[src/rtl/cacheline_adapter.sv]
// cacheline_adapter: splits line-wide cache reads/writes into BEATS-beat memory bursts.
// Optional feature: define CLA_ADDR_ALIGN_EN to clear the line-offset bits of address_o.
module cacheline_adapter #(
   parameter int LINE_W  = 256,
   parameter int BURST_W = 64
) (
   input  logic               clk,
   input  logic               rst,
   input  logic [LINE_W-1:0]  line_i,
   output logic [LINE_W-1:0]  line_o,
   input  logic [31:0]        address_i,
   input  logic               read_i,
   input  logic               write_i,
   output logic               resp_o,
   input  logic [BURST_W-1:0] burst_i,
   output logic [BURST_W-1:0] burst_o,
   output logic [31:0]        address_o,
   output logic               read_o,
   output logic               write_o,
   input  logic               resp_i
);

   localparam int BEATS  = LINE_W / BURST_W;
   localparam int BEAT_W = (BEATS > 1) ? $clog2(BEATS) : 1;
   localparam int OFF_W  = $clog2(LINE_W / 8);
   localparam logic [BEAT_W-1:0] LAST_BEAT = BEAT_W'(BEATS - 1);

   typedef enum logic [1:0] {IDLE, RD_BURST, WR_BURST, DONE} state_t;

   state_t              state_q, state_d;
   logic [BEAT_W-1:0]   beat_q, beat_d;
   logic [31:0]         addr_q, addr_d;
   logic [LINE_W-1:0]   wline_q, wline_d;
   logic [LINE_W-1:0]   line_q, line_d;
   logic [31:0]         addr_out;
   logic                last_beat;

   assign last_beat = (beat_q == LAST_BEAT);
   assign line_o    = line_q;

`ifdef CLA_ADDR_ALIGN_EN
   localparam logic [31:0] OFF_MASK = 32'((64'd1 << OFF_W) - 64'd1);
   assign addr_out = addr_q & ~OFF_MASK;
`else
   assign addr_out = addr_q;
`endif

   // State register and datapath flops
   always_ff @(posedge clk) begin
      if (rst) begin
         state_q <= IDLE;
         beat_q  <= '0;
         addr_q  <= '0;
         wline_q <= '0;
         line_q  <= '0;
      end else begin
         state_q <= state_d;
         beat_q  <= beat_d;
         addr_q  <= addr_d;
         wline_q <= wline_d;
         line_q  <= line_d;
      end
   end

   // Next-state logic; write wins when both requests are high
   always_comb begin
      state_d = state_q;
      case (state_q)
         IDLE: begin
            if (write_i)     state_d = WR_BURST;
            else if (read_i) state_d = RD_BURST;
         end
         RD_BURST, WR_BURST: begin
            if (resp_i && last_beat) state_d = DONE;
         end
         DONE:    state_d = IDLE;
         default: state_d = IDLE;
      endcase
   end

   // Datapath: request capture, beat counting, fill-line assembly
   always_comb begin
      beat_d  = beat_q;
      addr_d  = addr_q;
      wline_d = wline_q;
      line_d  = line_q;
      case (state_q)
         IDLE: begin
            if (read_i || write_i) begin
               addr_d = address_i;
               beat_d = '0;
               if (write_i) wline_d = line_i;
            end
         end
         RD_BURST: begin
            if (resp_i) begin
               beat_d = last_beat ? '0 : beat_q + 1'b1;
               for (int k = 0; k < BEATS; k++) begin
                  if (beat_q == BEAT_W'(k)) line_d[k*BURST_W +: BURST_W] = burst_i;
               end
            end
         end
         WR_BURST: begin
            if (resp_i) beat_d = last_beat ? '0 : beat_q + 1'b1;
         end
         default: ;
      endcase
   end

   // Outputs decoded from the registered state only
   always_comb begin
      read_o    = (state_q == RD_BURST);
      write_o   = (state_q == WR_BURST);
      resp_o    = (state_q == DONE);
      address_o = (read_o || write_o) ? addr_out : 32'd0;
      burst_o   = '0;
      if (state_q == WR_BURST) begin
         for (int k = 0; k < BEATS; k++) begin
            if (beat_q == BEAT_W'(k)) burst_o = wline_q[k*BURST_W +: BURST_W];
         end
      end
   end

endmodule
[config.mk]
export PLATFORM = sky130hd
export DESIGN_NAME = cacheline_adapter
export DESIGN_NICKNAME = d
export VERILOG_FILES = /design/src/rtl/cacheline_adapter.sv
export SDC_FILE = /design/constraint.sdc
export NUM_CORES = 1
export LEC_CHECK = 0
export BUFFER_PORTS_ARGS = -buffer_cell sky130_fd_sc_hd__buf_4
export CORE_AREA = 3 3 279 281
export DETAILED_ROUTE_END_ITERATION = 8
export DIE_AREA = 0 0 282 284
export PLACE_DENSITY_LB_ADDON = 0.1
export SYNTH_ARGS = -nofsm -noshare
export SYNTH_HDL_FRONTEND = slang
export SYNTH_SLANG_ARGS = --single-unit
[constraint.sdc]
create_clock -name clk -period 1.6 [get_ports clk]
set_input_delay 0.16 -clock clk [delete_from_list [all_inputs] [get_ports clk]]
set_output_delay 0.16 -clock clk [all_outputs]
set_load 0.005 [all_outputs]
Word-level counts from Yosys, hierarchy flattened. Index checks and enable logic that the tools add are counted.

Word-level logic and storage cells: 48. Memories: 0. Input bits: 357. Bits in registers: 548. Bits in latches: 0. Bits in read-only memories: 0. Output and inout port bits: 355. RAM bits: 0.

Magnitude comparators: 0. Div/mod/pow operators: 0. Shift operators: 0. Bitwise logic cells: 0. Eq/ne operators: 10. Multiply operators: 0. Reduce and logical (&&, ||, !) cells: 15. Multiplexer cells: 14. Add/subtract/negate cells: 1.

Operators by type and width (number): 64-bit 2-to-1 mux (5); 32-bit 2-to-1 mux (1); 3-bit AND reduction (6); 2-bit 2-to-1 mux (6); 2-bit equality test, second input constant (4); 2-bit case mux with 3 select lines (1); 2-bit by 1-bit equality test with 1-bit output, second input constant (2); 2-bit zero test (2); 2-bit by 1-bit != test with 1-bit output, second input constant (2); 2-bit case mux with 2 select lines (1); 2-bit AND reduction (2); 3-bit != test, second input constant (1); 2-bit by 1-bit adder with 2-bit output, second input constant (1); 1-bit logical OR (2); 2-bit != test, second input constant (1); 2-bit nonzero test (1); 2-bit OR reduction (1); 1-bit logical AND (1).

Logic depth before layout (Yosys ltp).
Depth in word-level cells: 6. Depth in mapped cells: 8. Mapped depth without buffers: 5.

Worst setup path after synthesis. Ideal clock, no wire load.

Path type: reg2out. From: register beat_q[0]. To: output port burst_o[0]. Arrival: 1.413 ns. Buffers on the path: 2. Stages on the path, launching flop included: 8. Data required time: 1.440 ns. Setup slack: 0.027 ns. Path through: dfxtp_1 inv_1 ha_1 nor2b_1 buf_4 buf_6 a221oi_1 o31ai_1.

Longest elaborated chain between the ends: 6.

Ends and longest elaborated chain: start, declared (RTL line 31) `logic [BEAT_W-1:0] beat_q, beat_d;`; start signal, assigned (RTL line 58) `beat_q <= beat_d;`; 2-bit zero test (RTL line 119) `if (beat_q == BEAT_W'(k)) burst_o = wline_q[k*BURST_W +: BURST_W];`; 64-bit 2-to-1 mux (3 in series) (RTL line 119); 64-bit 2-to-1 mux * (RTL line 119); 64-bit 2-to-1 mux * (RTL line 117) `if (state_q == WR_BURST) begin`; end, declared (RTL line 16) `output logic [BURST_W-1:0] burst_o,`.

Mark *: on every way between the ends. The rest lies on a longest branch, timed or not.

Worst setup path after layout.
From: register beat_q[0]. To: output port burst_o[28].

Same word-level chain as after synthesis.

==> results.py <==
metrics = {
    "setup_path": {
        "worstPathCellList": "inv_4 > ha_4 > nor2b_4 > buf_6 > buf_12 > clkbuf_16 > a221oi_1 > o31ai_1 > buf_4",
        "crit_fanout": 8,
        "rr_worst_depth": 8,
        "cpPeakStageDelay_ns": 0.37,
        "slowest_stage": "dfxtp_4",
        "endpoint_kind": "output pin",
        "rrSetupSlack_ns": -0.29,
        "worstReg2RegEnd": "beat_q[1]$_SDFFE_PP0P_",
        "required_ns": 1.44,
        "regToRegStartpoint": "state_q[1]$_SDFFE_PP0P_",
        "worst_ep_arrival_time_ns": 2.37,
        "worstSetupPathType": "flip-flop to output pin",
        "start_kind": "flip-flop",
    },
    "global_route": {
        "top_usage_layer": "met2",
        "met1_usage_pct": 29.57,
        "grt_use_met3_pct": 4.517,
        "grt_max_degree": 69,
        "gr-usage-all-layers_pct": 23.97,
        "grt_pass1_wl_um": 148500,
        "overflow": 0,
        "grt_pass1_vias": 23640,
        "gr-usage-met2_pct": 41.26,
        "antenna_found_initial": 13,
    },
    "route": {
        "drt-total-wl_um": 107300,
        "vias": 24230,
        "routed_via_density": 4.921,
        "drcViolationCount": 0,
        "firstDrtPassIters": 7,
        "drtIter0Drc": 1636,
        "antenna_violating_nets_post_route": 0,
        "wl_per_cell_um": 21.79,
    },
    "placement": {
        "place.gp.congestion": 0.8894,
        "port_buffers": 711,
        "place_area_um2": 28810,
        "dp_hpwl_um": 71160,
    },
    "sta": {
        "maxSlewViolCount": 0,
        "max_freq_ghz": 0.3951,
        "hold_viol": 0,
        "slew_headroom_pct": 68.93,
        "post-route-period-util_pct": 158.2,
        "skew_ns": 0.02362,
        "rsz0062_at_grt": "yes",
        "tightest_slew_ns": 0.4660,
        "timing.final.ws_setup_ns": -0.9311,
        "setup_violations": 531,
        "finalCriticalPeriod_ns": 2.531,
    },
    "clock_network": {
        "cts_tree": "yes",
        "cts.sinks": 548,
        "cts_root_buf": "clkbuf_16",
        "numCtsBuffers": 66,
        "clk-insertion-delay-late_ns": 0.60,
        "cts.clk_slew.worst_paths_ns": 0.06,
        "cts.path.max_buffers": 3,
        "cts.htree.levels": 3,
    },
    "die": {
        "die_height_um": 284,
        "initial_core_util_pct": 28.31,
        "dieWidth_um": 282,
        "die_area_um2": 80090,
        "num_io_pins": 712,
        "rows": 101,
        "coreArea_um2": 75700,
    },
    "synthesis": {
        "synthesis.area_um2": 21430,
        "seq_area_frac_synth_pct": 51.19,
        "syn_area_per_cell_um2": 7.805,
        "ys_warn_count": 0,
        "synth_cell_type_count": 30,
        "netlist_instances": 2746,
        "synth_nets": 3112,
        "synth_seq_cells": 548,
    },
    "outcome": {
        "violations": "negative setup slack",
        "status": "complete, but fails checks",
    },
    "finish": {
        "final_cell_area_um2": 37600,
        "final_cell_mix": "1061 x nand2_1, 764 x buf_4, 544 x dfxtp_1, 481 x a21oi_1, 354 x dlygate4sd3_1",
        "utilization_pct": 49.68,
        "drive_gt1_share_pct": 32.59,
        "final_common_cell": "nand2_1",
        "syn_to_final_growth_pct": 75.44,
        "num-nets-final": 4256,
        "fill_cells": 7186,
    },
    "power": {
        "power_density_nw_per_um2": 1315,
        "power_mw": 49.44,
        "vdd_ir_drop_max_mv": 0.8405,
        "p_leak_nw": 15.22,
    },
    "job": {
        "drv_cap": 0,
    },
    "worst_hold_path": {
        "holdPathEnd": "addr_out[13]$_SDFFE_PP0P_",
        "min_path_cells": 5,
        "hold_class": "primary input to flip-flop",
        "hp-start": "read_i",
    },
}
[sequential cells by signal, summed over array words and instances (netlist names)]
signal	count
addr_out	32
beat_q	2
state_q	2
line_o	256
wline_q	256
[worst max-delay path by stage]
| stage | cells after the start | slack, ns | from | endpoint |
|---|---|---|---|---|
| 2_1_floorplan | 7 | 0.03 | beat_q[0]$_SDFFE_PP0P_ | burst_o[0] |
| 3_3_place_gp | 7 | -0.44 | beat_q[1]$_SDFFE_PP0P_ | burst_o[49] |
| 3_5_place_dp | 8 | -0.49 | beat_q[1]$_SDFFE_PP0P_ | burst_o[18] |
| 4_1_cts | 9 | -0.88 | beat_q[0]$_SDFFE_PP0P_ | burst_o[33] |
| 5_1_grt | 9 | -1.00 | beat_q[0]$_SDFFE_PP0P_ | burst_o[28] |
| 6_report | 9 | -0.93 | beat_q[0]$_SDFFE_PP0P_ | burst_o[28] |
[layer usage]
layer | wire [µm] | vias to the layer above
li1 | - | 11440
met1 | 43370 | 11610
met2 | 52930 | 979
met3 | 7114 | 206
met4 | 3854 | 2
met5 | 13 | -
[worst max-delay path: cells and delay by family, from the launching register on]
family	cells	cell delay [ns]
buf+inv	5	0.64
flops	1	0.37
compound gates	2	0.47
fa+ha+maj	1	0.15
simple gates	1	0.14
[what timing repair did]
item,in CTS,in global routing
endpoints found under the hold margin,545,0
pin swaps,52,62
hold buffers,354,0
cloned,13,40
buffers inserted,14,30
endpoints found under the setup margin,426,566
resized for setup,158,215
[cell type report]
cell class / count / area [µm²] / area share, %
diodes: 9 / 22.52 / 0.05989
clock buffers: 102 / 1951 / 5.188
clock inverters: 13 / 183.9 / 0.4891
inverters: 5 / 31.28 / 0.08319
multi-input cells: 1962 / 10410 / 27.69
flip-flops and latches: 548 / 10980 / 29.21
well taps: 978 / 1224 / 3.254
repair buffers: 1307 / 12790 / 34.02
[stage by stage]
step	hold WS [ns]	TNS (ns)	setup slack, ns	cells
after floorplan	0.2960	0	0.02662	2746
after global placement	0.4085	-30.93	-0.4369	4365
after detailed placement	0.4170	-41.94	-0.4942	4365
after CTS	0.02014	-72.98	-0.8768	4859
after global routing	0.06513	-152.60	-1.004	4923
final	0.07859	-111.72	-0.9311	4924
[synth_stat cells]
master	number	area (µm²)
a2111o_1	1	11.26
a21oi_1	535	2678
a21oi_2	10	87.58
a221oi_1	64	560.5
and2_1	33	206.5
and3_1	4	25.02
buf_1	20	75.07
buf_2	49	245.2
buf_4	31	232.7
buf_6	31	349.1
buf_8	2	30.03
clkbuf_1	98	367.9
dfxtp_1	548	10970
ha_1	9	112.6
inv_1	5	18.77
mux2i_1	2	20.02
nand2_1	1093	4103
nand2b_1	1	6.260
nand3_1	65	325.3
nand3_2	4	40.04
nor2_1	1	3.750
nor2b_1	66	412.9
nor3b_1	1	7.510
o211ai_1	1	7.510
o21a_1	1	7.510
o21ai_0	1	5.000
o21ai_1	1	5.000
o311ai_0	2	17.52
o31ai_1	66	495.5
or3_1	1	6.260
[where the power goes]
group	internal [mW]	total (mW)	switching [mW]	leakage, nW
sequential	15.1	16.1	0.975	4.46
combinational	8.99	18.3	9.36	9.71
clock	8.91	15.0	6.10	1.04
total	33.0	49.4	16.4	15.2
[kinds of logic (layout without fill, tap and decap cells)]
family | after synthesis | in the layout | share of synthesized area [%]
AOI/OAI and AO/OA | 682 | 682 | 18.08
adders and majority gates | 9 | 9 | 0.5254
buffers and inverters | 236 | 1427 | 6.153
DFF | 548 | 548 | 51.19
muxes | 2 | 2 | 0.09341
other | 0 | 9 | 0
and+or+nand+nor | 1269 | 1269 | 23.96
Note: power is estimated with default switching activity, not from simulation.
